==> config.mk <==
export PLATFORM = sky130hd
export DESIGN_NAME = instr_fetch_queue_flat
export DESIGN_NICKNAME = d
export VERILOG_FILES = /design/src/rtl/instr_fetch_queue_pkg.sv /design/src/rtl/instr_fetch_queue_if.sv /design/src/rtl/instr_fetch_queue_fifo.sv /design/src/rtl/instr_fetch_queue.sv /design/src/flat_wrapper.sv
export SDC_FILE = /design/constraint.sdc
export NUM_CORES = 1
export LEC_CHECK = 0
export CAP_MARGIN = 20
export CORE_UTILIZATION = 44
export CTS_BUF_LIST = sky130_fd_sc_hd__clkbuf_4 sky130_fd_sc_hd__clkbuf_8
export DETAILED_ROUTE_END_ITERATION = 10
export HOLD_SLACK_MARGIN = 0.06
export PLACE_DENSITY = 0.66
export SYNTH_ARGS = -nofsm -noshare
export SYNTH_HDL_FRONTEND = slang
export SYNTH_SLANG_ARGS = --single-unit
==> constraint.sdc <==
create_clock -name clk -period 2.6 [get_ports clk]
set_input_delay 0.52 -clock clk [delete_from_list [all_inputs] [get_ports clk]]
set_output_delay 0.52 -clock clk [all_outputs]
set_load 0.05 [all_outputs]
==> src/rtl/instr_fetch_queue_pkg.sv <==
// Shared fetch front-end definitions: reset constants, fetch FSM encoding and the PC adder.
package instr_fetch_queue_pkg;

    localparam logic [15:0] DefaultNopInstr = 16'h0800;
    localparam logic [15:0] DefaultResetPc  = 16'h0000;

    typedef enum logic [1:0] {
        StIdle = 2'd0,
        StWait = 2'd1,
        StDrop = 2'd2
    } fetch_state_e;

    // 16-bit adder; the carry out is dropped so the fetch PC wraps silently.
    function automatic logic [15:0] add16(input logic [15:0] a, input logic [15:0] b);
        return a + b;
    endfunction

endpackage

==> src/rtl/instr_fetch_queue_if.sv <==
// Instruction memory request/response bus between the fetch queue and imem.
interface instr_fetch_queue_if;

    logic        req;
    logic [15:0] addr;
    logic        done;
    logic [15:0] data;

    modport master (
        output req,
        output addr,
        input  done,
        input  data
    );

    modport slave (
        input  req,
        input  addr,
        output done,
        output data
    );

endinterface

==> src/rtl/instr_fetch_queue_fifo.sv <==
// Circular buffer of {instr, pc_inc} entries with a synchronous flush and a
// combinational head read.
module instr_fetch_queue_fifo #(
    parameter int unsigned DEPTH = 4
) (
    input  logic                   clk,
    input  logic                   rst,
    input  logic                   flush,
    input  logic                   push,
    input  logic [31:0]            push_data,
    input  logic                   pop,
    output logic [31:0]            head_data,
    output logic [$clog2(DEPTH):0] count,
    output logic                   full,
    output logic                   empty
);

    localparam int unsigned      PtrW      = $clog2(DEPTH);
    localparam logic [PtrW:0]    FullCount = (PtrW + 1)'(DEPTH);

    logic [31:0]     mem_q [DEPTH];
    logic [PtrW-1:0] wr_ptr_q;
    logic [PtrW-1:0] rd_ptr_q;
    logic [PtrW:0]   count_q;
    logic            do_push;
    logic            do_pop;

    assign full    = (count_q == FullCount);
    assign empty   = (count_q == '0);
    // Flush wins over any same-cycle push or pop.
    assign do_push = push & ~full & ~flush;
    assign do_pop  = pop & ~empty & ~flush;

    always_ff @(posedge clk or negedge rst) begin
        if (!rst) begin
            wr_ptr_q <= '0;
            rd_ptr_q <= '0;
            count_q  <= '0;
        end else if (flush) begin
            wr_ptr_q <= '0;
            rd_ptr_q <= '0;
            count_q  <= '0;
        end else begin
            if (do_push) wr_ptr_q <= wr_ptr_q + 1'b1;
            if (do_pop)  rd_ptr_q <= rd_ptr_q + 1'b1;
            if (do_push && !do_pop) begin
                count_q <= count_q + 1'b1;
            end else if (do_pop && !do_push) begin
                count_q <= count_q - 1'b1;
            end
        end
    end

    always_ff @(posedge clk) begin
        if (do_push) mem_q[wr_ptr_q] <= push_data;
    end

    assign head_data = mem_q[rd_ptr_q];
    assign count     = count_q;

endmodule

==> src/rtl/instr_fetch_queue.sv <==
// Fetch front-end: owns the fetch PC, issues imem requests and queues fetched
// instructions for decode; a redirect from EX flushes everything in flight.
module instr_fetch_queue
    import instr_fetch_queue_pkg::*;
#(
    parameter int unsigned DEPTH     = 4,
    parameter logic [15:0] RESET_PC  = DefaultResetPc,
    parameter logic [15:0] NOP_INSTR = DefaultNopInstr
) (
    input  logic                   clk,
    input  logic                   rst,
    instr_fetch_queue_if.master    imem,
    input  logic                   redirect,
    input  logic [15:0]            redirect_pc,
    input  logic                   halt,
    input  logic                   de_ready,
    output logic                   de_valid,
    output logic [15:0]            de_instr,
    output logic [15:0]            de_pc_inc,
    output logic [$clog2(DEPTH):0] count
);

    fetch_state_e state_q, state_d;
    logic [15:0]  fetch_pc_q, fetch_pc_d;
    logic [15:0]  pc_inc;
    logic         req;
    logic         push;
    logic         pop;
    logic         full;
    logic         empty;
    logic [31:0]  head_data;

    assign pc_inc = add16(fetch_pc_q, 16'd2);

    always_comb begin
        state_d    = state_q;
        fetch_pc_d = fetch_pc_q;
        req        = 1'b0;
        push       = 1'b0;
        unique case (state_q)
            StIdle: begin
                // rst gates req so the port reads idle while reset is held.
                req  = rst & ~halt & ~redirect & ~full;
                push = req & imem.done;
                if (req && !imem.done) state_d = StWait;
            end
            StWait: begin
                req  = 1'b1;
                push = imem.done & ~redirect;
                if (imem.done) begin
                    state_d = StIdle;
                end else if (redirect) begin
                    state_d = StDrop;
                end
            end
            StDrop: begin
                if (imem.done) state_d = StIdle;
            end
            default: state_d = StIdle;
        endcase
        if (redirect) begin
            fetch_pc_d = redirect_pc;
        end else if (push) begin
            fetch_pc_d = pc_inc;
        end
    end

    always_ff @(posedge clk or negedge rst) begin
        if (!rst) begin
            state_q    <= StIdle;
            fetch_pc_q <= RESET_PC;
        end else begin
            state_q    <= state_d;
            fetch_pc_q <= fetch_pc_d;
        end
    end

    assign imem.req  = req;
    assign imem.addr = fetch_pc_q;

    assign pop = ~empty & de_ready & ~redirect;

    instr_fetch_queue_fifo #(
        .DEPTH (DEPTH)
    ) u_fifo (
        .clk       (clk),
        .rst       (rst),
        .flush     (redirect),
        .push      (push),
        .push_data ({imem.data, pc_inc}),
        .pop       (pop),
        .head_data (head_data),
        .count     (count),
        .full      (full),
        .empty     (empty)
    );

    assign de_valid  = ~empty;
    assign de_instr  = empty ? NOP_INSTR : head_data[31:16];
    assign de_pc_inc = empty ? 16'h0000 : head_data[15:0];

endmodule

==> src/flat_wrapper.sv <==
// flat-port wrapper written by rule: the top's interface ports become plain ports
module instr_fetch_queue_flat import instr_fetch_queue_pkg::*;
#(
    parameter int unsigned DEPTH     = 4,
    parameter logic [15:0] RESET_PC  = DefaultResetPc,
    parameter logic [15:0] NOP_INSTR = DefaultNopInstr
)
  (clk, rst, redirect, redirect_pc, halt, de_ready, de_valid, de_instr, de_pc_inc, count, imem_req, imem_addr, imem_done, imem_data);
  instr_fetch_queue_if imem_i ();
  input  logic clk;
  input  logic rst;
  input  logic redirect;
  input  logic [15:0] redirect_pc;
  input  logic halt;
  input  logic de_ready;
  output logic de_valid;
  output logic [15:0] de_instr;
  output logic [15:0] de_pc_inc;
  output logic [$clog2(DEPTH):0] count;
  output wire logic [$bits(imem_i.req)-1:0] imem_req;
  output wire logic [$bits(imem_i.addr)-1:0] imem_addr;
  input wire logic [$bits(imem_i.done)-1:0] imem_done;
  input wire logic [$bits(imem_i.data)-1:0] imem_data;
  assign imem_req = imem_i.req;
  assign imem_addr = imem_i.addr;
  assign imem_i.done = imem_done;
  assign imem_i.data = imem_data;
  instr_fetch_queue #(.DEPTH(DEPTH), .RESET_PC(RESET_PC), .NOP_INSTR(NOP_INSTR)) u_core (.clk(clk), .rst(rst), .imem(imem_i), .redirect(redirect), .redirect_pc(redirect_pc), .halt(halt), .de_ready(de_ready), .de_valid(de_valid), .de_instr(de_instr), .de_pc_inc(de_pc_inc), .count(count));
endmodule
; ---- Word level (Yosys, flattened, before mapping)
; Memories as Yosys holds them, arrays and structs flattened.
; Index checks and enable logic that the tools add are counted.
[classes]
addsub = 5
n_mux = 20
reduce_logical = 13
eq_ne = 6
n_bitwise = 15
[ops]
columns = operator, count
row1 = two-way mux 16 bit, 4
row2 = "adder 16 x 2 -> 16 bit, second input constant", 1
row3 = two-way mux 2 bit, 8
row4 = bitwise AND 1 bit, 11
row5 = two-way mux 3 bit, 3
row6 = case mux 2 bit (3 select lines), 1
row7 = nonzero test 2 bit, 3
row8 = "adder 2 x 1 -> 2 bit, second input constant", 2
row9 = inverter 1 bit, 4
row10 = case mux 1 bit (2 select lines), 2
row11 = "adder 3 x 1 -> 3 bit, second input constant", 1
row12 = "equality test 3 bit, second input constant", 1
row13 = logical AND 1 bit, 3
row14 = zero test 1 bit, 3
row15 = zero test 3 bit, 1
row16 = "inequality test 3 bit, second input constant", 1
row17 = AND reduction 3 bit, 1
row18 = nonzero test 3 bit, 1
row19 = "subtractor 3 x 1 -> 3 bit, second input constant", 1
row20 = "equality test 2 x 1 -> 1 bit, second input constant", 1
row21 = "equality test 2 bit, second input constant", 1
row22 = zero test 2 bit, 1
row23 = two-way mux 1 bit, 2
row24 = "inequality test 2 x 1 -> 1 bit, second input constant", 1
row25 = "inequality test 2 bit, second input constant", 1
[totals]
mem_bits_rw = 128
output_inout_bits = 53
wordCells = 65
inputBits = 38
register_bits = 25
mem_count = 1
[mem_list]
columns = name, depth, word_bits, read_ports, rd_ports_with_merged_regs, write_ports, line_no
row1 = u_core.u_fifo.mem_q, 4, 32, 1, 0, 1, instr_fetch_queue_fifo.sv:21  ; logic [31:0] mem_q [DEPTH];

; ---- Logic depth before layout (Yosys ltp)
; Gate-level depths: netlist of run 1.
[depth]
ltp_word = 13
ltp_mapped = 8
ltp_nobuf = 8

; ---- By module
; A second synthesis of run 1 with hierarchy kept.
[hier_totals]
hier_cells = 399
area_unflattened_um2 = 6592.6
[modules_own_cells]
columns = mod, instances, area_each_um2, cells_each, seq_area_each_um2
row1 = instr_fetch_queue_fifo, 1, 5173.7, 228, 4018.9
row2 = instr_fetch_queue, 1, 1418.9, 171, 450.4

; ---- Least setup slack after synthesis of run 1
; No wires, ideal clock.
[synth_timing]
kind = reg-to-reg
start = register u_core.u_fifo.count_q[2], in the netlist u_core.u_fifo.count[2]
end = register u_core.u_fifo.count_q[2], in the netlist u_core.u_fifo.count[2]
arrival_time_ns = 2.461
t_required_ns = 2.472
period_less_slack_ns = 2.589
slack_ns = 0.011
stages_incl_launch_ff = 9
path_buffers = 1
setup_ns = 0.128
path_cell_list = dfrtp_1 -> or3b_1 -> o2111a_2 -> buf_6 -> and2_1 -> fa_1 -> and3_1 -> mux2i_1 -> mux2_1
[synth_between]
elab_chain_cells = 10
elab_cells_between_ends = 23
cone_classes = 2 x add/sub / 1 x eq/ne / 4 x mux / 10 x bitwise / 6 x reduce/logical
[synth_rtl]
columns = element, line_no
row1 = start: declaration, instr_fetch_queue_fifo.sv:24  ; logic [PtrW:0] count_q;
row2 = start signal: assignment, instr_fetch_queue_fifo.sv:47  ; count_q <= count_q + 1'b1;
row3 = start signal: assignment, instr_fetch_queue_fifo.sv:49  ; count_q <= count_q - 1'b1;
row4 = equality test 3 bit / zero test 3 bit (equally long branches), "instr_fetch_queue_fifo.sv:28, instr_fetch_queue_fifo.sv:29"
row5 = "inverter 1 bit, on equally long branches", n/a
row6 = "bitwise AND 1 bit, on equally long branches", "instr_fetch_queue.sv:43, instr_fetch_queue.sv:81"
row7 = "bitwise AND 1 bit, on equally long branches", "instr_fetch_queue.sv:44, instr_fetch_queue.sv:81"
row8 = case mux 1 bit (2 select lines) / bitwise AND 1 bit (equally long branches), "instr_fetch_queue.sv:40, instr_fetch_queue_fifo.sv:32"
row9 = "bitwise AND 1 bit, on equally long branches", "instr_fetch_queue_fifo.sv:31, instr_fetch_queue_fifo.sv:32"
row10 = bitwise AND 1 bit / zero test 1 bit (equally long branches), "instr_fetch_queue_fifo.sv:31, instr_fetch_queue_fifo.sv:46"
row11 = logical AND 1 bit / zero test 1 bit (equally long branches), "instr_fetch_queue_fifo.sv:46, instr_fetch_queue_fifo.sv:48"
row12 = two-way mux 3 bit / logical AND 1 bit (equally long branches), "instr_fetch_queue_fifo.sv:46, instr_fetch_queue_fifo.sv:48"
row13 = two-way mux 3 bit / nonzero test 3 bit (equally long branches), n/a
; Parallel ways exist; a longest one is shown, timed or not. The select of a mux whose other input is x is not followed.
; A chain may end at the register's enable or synchronous reset.

; ---- Worst setup path in the final report of run 1
[layout_timing]
start = register u_core.u_fifo.rd_ptr_q[0]
end = output port de_instr[11]
[layout_between]
elab_chain_cells = 2
[layout_rtl]
columns = element, line_no
row1 = start: declaration, instr_fetch_queue_fifo.sv:23  ; logic [PtrW-1:0] rd_ptr_q;
row2 = start signal: assignment, instr_fetch_queue_fifo.sv:45  ; if (do_pop) rd_ptr_q <= rd_ptr_q + 1'b1;
row3 = memory read (4 x 32 bit), n/a
row4 = two-way mux 16 bit, instr_fetch_queue.sv:99  ; assign de_instr = empty ? NOP_INSTR : head_data[31:16];
row5 = end: declaration, flat_wrapper.sv:17  ; output logic [15:0] de_instr;
; No other way between the ends.

==> results of run 1 <==
placed cells by master, fill, tap and decap left out, types with 4 or more instances in the layout:
cell and count:
buf_12 38, nand3_1 9, dfrtp_1 24, mux4_2 32
nand2_1 23, clkbuf_8 17, ha_1 5, and2_2 4
or2_2 7, clkdlybuf4s50_1 56, o211ai_1 13, nor2_1 12
buf_4 18, edfxtp_1 128, a21oi_1 6, xor2_1 4
xnor2_1 5, and2_1 35, o221ai_1 5, inv_1 28
cells in the mapped netlist (2+ instances only):
| cell | count |
|---|---|
| mux4_2 | 32 |
| and4_1 | 2 |
| nand3_1 | 9 |
| ha_1 | 5 |
| and2_1 | 39 |
| mux2_2 | 3 |
| nor3b_1 | 2 |
| or2_2 | 7 |
| buf_2 | 7 |
| o221ai_1 | 5 |
| buf_4 | 2 |
| nor2b_1 | 3 |
| nor3_1 | 4 |
| nor4_1 | 3 |
| nand2_1 | 23 |
| clkbuf_1 | 9 |
| nand4_1 | 3 |
| edfxtp_1 | 128 |
| inv_1 | 28 |
| a21oi_1 | 6 |
| dfrtp_1 | 25 |
| xor2_1 | 4 |
| xnor2_1 | 5 |
| o211ai_1 | 13 |
| nor2_1 | 12 |
registers in the layout, summed over array words and instances, names as in the netlist:
signal,cells
u_core.u_fifo.wr_ptr_q,2
u_core.u_fifo.mem_q,128
u_core.u_fifo.rd_ptr_q,2
u_core.u_fifo.count,3
u_core.imem.addr,16
u_core.state_q,2
power groups by stage:
| stage | Combinational (uW) | Clock [uW] | Sequential, uW |
|---|---|---|---|
| 5_1_grt | 3490 | 1860 | 2880 |
| 3_3_place_gp | 3340 | 0 | 2910 |
| 4_1_cts | 3360 | 1780 | 2860 |
| 2_1_floorplan | 1690 | 0 | 3050 |
| 3_5_place_dp | 3350 | 0 | 2910 |
| 6_report | 3320 | 1720 | 2860 |
what timing repair did:
action,CTS,global route
resized for setup,2,2
cloned,0,0
endpoints found under the setup margin,6,23
cell families (layout without fill, tap and decap cells):
| logic type | count (synthesis) | in the layout | share of synthesized area (%) |
|---|---|---|---|
| DFF | 153 | 153 | 68.65 |
| and+or+nand+nor | 113 | 113 | 9.591 |
| buffers and inverters | 47 | 174 | 3.075 |
| muxes | 37 | 37 | 11.92 |
| AOI/OAI and AO/OA | 34 | 34 | 4.036 |
| xor gates and xnor gates | 10 | 10 | 1.461 |
| adders and majority gates | 6 | 6 | 1.269 |
per-stage QoR:
step	util (%)	std cells	setup slack [ps]	hold WS, ps	TNS, ps
4_1_cts	58.83	711	-3.046	539.8	-3.046
5_1_grt	58.89	711	-10.28	578.4	-26.24
2_1_floorplan	-	400	10.98	224.4	0
3_5_place_dp	56.15	680	-83.25	518.4	-83.25
3_3_place_gp	56.15	680	-41.59	511.3	-41.59
6_report	58.89	711	80.78	548.0	0
layer usage:
layer	wire length, um	vias up	global-route usage, %	part of all wire [%]
li1	-	1747	-	-
met1	5620	1899	24.27	43
met2	6799	99	30.73	52
met3	503	8	4.075	3.9
met4	115	0	7.078	0.88
met5	0	-	0	0
critical path, cell delays in order (launching register included):
cell	delay, ps
dfrtp_2	410
buf_6	180
mux4_2	490
or2_2	290
buf_4	190
worst max-delay path by stage:
stage,endpoint,from,depth (start not counted)
global placement,u_core.u_fifo.count[2]$_DFFE_PN0P_,rst,8
finish,de_instr[11],u_core.u_fifo.rd_ptr_q[0]$_DFFE_PN0P_,4
floorplan,u_core.u_fifo.count[2]$_DFFE_PN0P_,u_core.u_fifo.count[2]$_DFFE_PN0P_,8
detailed placement,u_core.u_fifo.count[2]$_DFFE_PN0P_,rst,8
CTS,de_pc_inc[1],u_core.u_fifo.rd_ptr_q[0]$_DFFE_PN0P_,4
global route,de_pc_inc[12],u_core.u_fifo.rd_ptr_q[0]$_DFFE_PN0P_,4
cell type report:
type / instances / area, um^2 / area share (%)
sequential: 153 / 4471 / 52.43
multi-input combinational: 200 / 1851 / 21.70
timing repair buffer: 115 / 1490 / 17.48
tap: 184 / 230.2 / 2.700
clock inverter: 11 / 123.9 / 1.453
clock buffer: 20 / 256.5 / 3.008
inverter: 28 / 105.1 / 1.233
==> flow_metrics.tcl, run 1 <==
set metrics [dict create \
    die_x_um 123.6 \
    wire_per_inst_um 18.34 \
    ff2ff_path_depth 7 \
    final_net_count 559 \
    drt-total-wl_um 13040 \
    core_um2 14480 \
    fmax_mhz 396.9 \
    grt_max_degree 36 \
    design_power_total_uw 7903 \
    syn_area_per_cell_um2 16.27 \
    intPower_uw 5161 \
    cts_tree "yes" \
    synth_cell_type_count 46 \
    placed_area_um2 8130 \
    rsz0062_at_grt "true" \
    syn_nets 444 \
    final-max-slew-violation-count 0 \
    ys_seq_elements 153 \
    rr_endpoint "u_core.u_fifo.count[2]$_DFFE_PN0P_" \
    postCtsHoldBufs 0 \
    power.density_nw_per_um2 926.8 \
    num-fill-cells 1108 \
    final_layout_size_suffix_gt1_share_pct 26.94 \
    ys_seq_area_share_pct 68.65 \
    syn_inst 400 \
    cts_root_buffer "clkbuf_8" \
    drv_cap 0 \
    setup_viol 0 \
    vias 3753 \
    irDropWorstVdd_mv 0.5362 \
    cts_max_level 4 \
    gr-usage-all-layers_pct 18.66 \
    arrival_ps 2000 \
    ioPinCount 91 \
    synth_ff_type "edfxtp_1" \
    grt_first_pass_wirelength_um 20670 \
    hold_depth 1 \
    drt_first_iter_violations 352 \
    crit_type "reg -> out" \
    p_clk_share_pct 21.8 \
    clockBufferDepth 2 \
    start_util_pct 44.96 \
    regToRegSetupSlack_ps 280 \
    fin_crit_sh_pct 96.89 \
    min_from "u_core.state_q[1]$_DFFE_PN0P_" \
    power_frac_comb_pct 42.0 \
    syn_to_final_growth_pct 30.98 \
    endpoint_kind "output pin" \
    relSlewSlack_pct 62.00 \
    via_per_inst 5.278 \
    tightest_slew_ps 568.2 \
    cts_buffers 17 \
    die_y_um 123.6 \
    num_rows 44 \
    start_kind "flop" \
    critPathRequiredTime_ps 2080 \
    synth.area.top_cells "edfxtp_1 59%, mux4_2 11%, dfrtp_1 9.6%, and2_1 3.7%, inv_1 1.6%" \
    overflow 0 \
    hold_path_end "u_core.state_q[0]$_DFFE_PN0P_" \
    gp_congestion 0.8044 \
    grt_pass1_vias 3873 \
    period_needed_ps 2519 \
    fin_worst_skew_ps 8.168 \
    holdCritPathClass "reg -> reg" \
    io_buffers 90 \
    finalHoldViolCount 0 \
    syn-cell-area_um2 6510 \
    die-area_um2 15290 \
    power.switching_uw 2742 \
    antenna_found_initial 0 \
    route.detailed.drc 0 \
    timing.rr.start "u_core.u_fifo.count[0]$_DFFE_PN0P_" \
    dr.pass1.iters 5 \
    status "complete, no violations" \
    dp_hpwl_um 8759 \
    post_cts_buffers 0 \
    ys_warn_count 0 \
    antenna_cells 0 \
    yosys.area.top_type_share_pct 59.04 \
    synth_top_area_cell "edfxtp_1" \
    synth_edf_count 128 \
    ant_nets 0 \
    synth-async-reset-ratio_pct 16.34 \
    clk_pin_slew_ps 80 \
    cts.sinks 153 \
    clk_latency_ps 430 \
    power.share.switching_pct 34.70 \
    crit_fanout 8 \
    p_seq_share_pct 36.2 \
    power_leakage_uw 0.003019 \
    stdcell_area_um2 8527 \
]
Note: power is estimated with default switching activity, not from simulation.
==> inputs of run 2 (changes only) <==
Clock period 2.6 ns to 2.73 ns, I/O delays scaled along.
==> run 2 against run 1 <==
Effect of this change:
- register-to-register slack improved by 110 ps
- sequential share of layout area increased by 0.090 points
- total power shrank 3.8%
- die area stayed put
- clock skew grew 3.2 ps
- final area hardly changed
- highest routed layer unchanged
- setup slack gained 45 ps
- final cell count down 0.28%
- critical path type unchanged
- non-clock buffer count decreased by 3
- largest cell class unchanged
- hold slack got worse by 40 ps
==> flow_metrics.tcl, run 2 (synthesized netlist as in run 1, its figures left out) <==
set metrics [dict create \
    status "complete, no violations" \
    dp_hpwl_um 8613 \
    seq_area_um2 4474 \
    grt_max_degree 36 \
    final_cell_mix "128 x edfxtp_1, 56 x clkdlybuf4s50_1, 39 x buf_12" \
    clockBufferDepth 2 \
    route.detailed.drc 0 \
    num_rows 44 \
    pre_cts_ws_ps -67.98 \
    cts.sinks 153 \
    gr-usage-all-layers_pct 18.99 \
    critPathRequiredTime_ps 2180 \
    via_per_inst 5.252 \
    dr.pass1.iters 7 \
    cts_tree "yes" \
    cts_max_level 4 \
    io_buffers 90 \
    slowest_stage "dfrtp_4" \
    start_kind "flop" \
    wire_per_inst_um 18.30 \
    final_util_pct 58.84 \
    num-fill-cells 1092 \
    drv_cap 0 \
    relSlewSlack_pct 63.22 \
    hold-worst-slack_ps 508.5 \
    final_layout_size_suffix_gt1_share_pct 27.05 \
    period_needed_ps 2604 \
    ant_nets 0 \
    crit_path_cell_trace "buf_12, mux4_2, or2_2, buf_4" \
    clk_latency_ps 440 \
    power.density_nw_per_um2 892.1 \
    die_x_um 123.6 \
    antenna_found_initial 0 \
    crit_fanout 9 \
    endpoint_kind "output pin" \
    clk_pin_slew_ps 80 \
    drt-total-wl_um 12970 \
    worst_slack_ps 125.9 \
    cts_buffers 17 \
    largest_register_ffs 128 \
    final-max-slew-violation-count 0 \
    critPathTopFamily "flip-flops" \
    core_um2 14480 \
    arrival_ps 2060 \
    grt_pass1_vias 3896 \
    instances_no_fill 709 \
    path_buf_inv 2 \
    overflow 0 \
    postCtsHoldBufs 0 \
    fin_worst_skew_ps 11.37 \
    die-area_um2 15290 \
    power_leakage_uw 0.003007 \
    cpPeakStageDelay_ps 490 \
    vias 3724 \
    final_common_cell "edfxtp_1" \
    place_inst 675 \
    irDropWorstVdd_mv 0.5262 \
    grt_first_pass_wirelength_um 20860 \
    top_register "u_core.u_fifo.mem_q" \
    fin_crit_sh_pct 95.39 \
    multi_input_area_um2 1848 \
    die_y_um 123.6 \
    holdCritPathClass "in -> async" \
    tightest_slew_ps 550.0 \
    finalHoldViolCount 0 \
    cts_root_buffer "clkbuf_8" \
    final_net_count 556 \
    antenna_cells 0 \
    start_util_pct 44.96 \
    design_power_total_uw 7600 \
    ioPinCount 91 \
    syn_to_final_growth_pct 30.87 \
    rsz0062_at_grt "false" \
    gp_congestion 0.8085 \
    fmax_mhz 384.0 \
    crit_type "reg -> out" \
    drt_first_iter_violations 292 \
    setup_viol 0 \
]
run 2: cell types whose count changed in the layout (fill, tap and decap cells not counted), sizes merged:
| cell | delta |
|---|---|
| inv | -1 |
| clkbuf | +1 |
| clkinv | -1 |
| clkinvlp | +2 |
| buf | -3 |
run 2: per-stage QoR:
| step | cell area (um^2) | TNS (ps) |
|---|---|---|
| 3_5_place_dp | 8093 | -67.98 |
| 6_report | 8519 | 0 |
| 3_3_place_gp | 8093 | 0 |
| 4_1_cts | 8507 | 0 |
| 5_1_grt | 8519 | 0 |
| 2_1_floorplan | 6510 | 0 |
run 2: what timing repair did:
| action | in CTS | in global routing |
|---|---|---|
| cloned | 0 | 0 |
| buffers inserted | 2 | 0 |
| setup endpoints to repair | 19 | 26 |
| hold endpoints to repair | 0 | 0 |
| resized for setup | 2 | 4 |
run 2: metal layers:
metal | up-vias | global-route usage, % | share of wire [%]
li1 | 1733 | - | -
met2 | 107 | 31.81 | 52
met1 | 1862 | 24.27 | 42
met3 | 22 | 4.029 | 4.7
met4 | 0 | 7.304 | 1.8
met5 | - | 0 | 0
run 2: path summary, 6_finish.rpt:
| path | startpoint | end | slack [ps] | depth (start not counted) |
|---|---|---|---|---|
| worst max-delay path | u_core.u_fifo.rd_ptr_q[0]$_DFFE_PN0P_ | de_instr[11] | 130 | 4 |
| worst min-delay path | rst | u_core.imem.addr[6]$_DFFE_PN0N_ | 510 | 2 |
| min in group clk | u_core.imem.addr[0]$_DFFE_PN0P_ | u_core.u_fifo.mem_q[1][0]$_DFFE_PP_ | 550 | 0 |
| worst max register to register | u_core.u_fifo.count[0]$_DFFE_PN0P_ | u_core.u_fifo.count[2]$_DFFE_PN0P_ | 390 | 7 |
| worst min register to register | u_core.imem.addr[0]$_DFFE_PN0P_ | u_core.u_fifo.mem_q[1][0]$_DFFE_PP_ | 550 | 0 |
| max in group asynchronous | rst | u_core.u_fifo.rd_ptr_q[0]$_DFFE_PN0P_ | 2050 | 2 |
run 2: power by group:
part / internal (uW) / switching (uW)
registers: 2640 / 100
logic: 1450 / 1720
clock network: 865 / 819
run 2: final cells by class:
cell class,instances,share of cell area (%)
timing repair buffer,112,17.24
clock inverter,11,1.439
inverter,28,1.234
tap,184,2.702
sequential,153,52.52
clock buffer,21,3.172
multi-input combinational,200,21.69
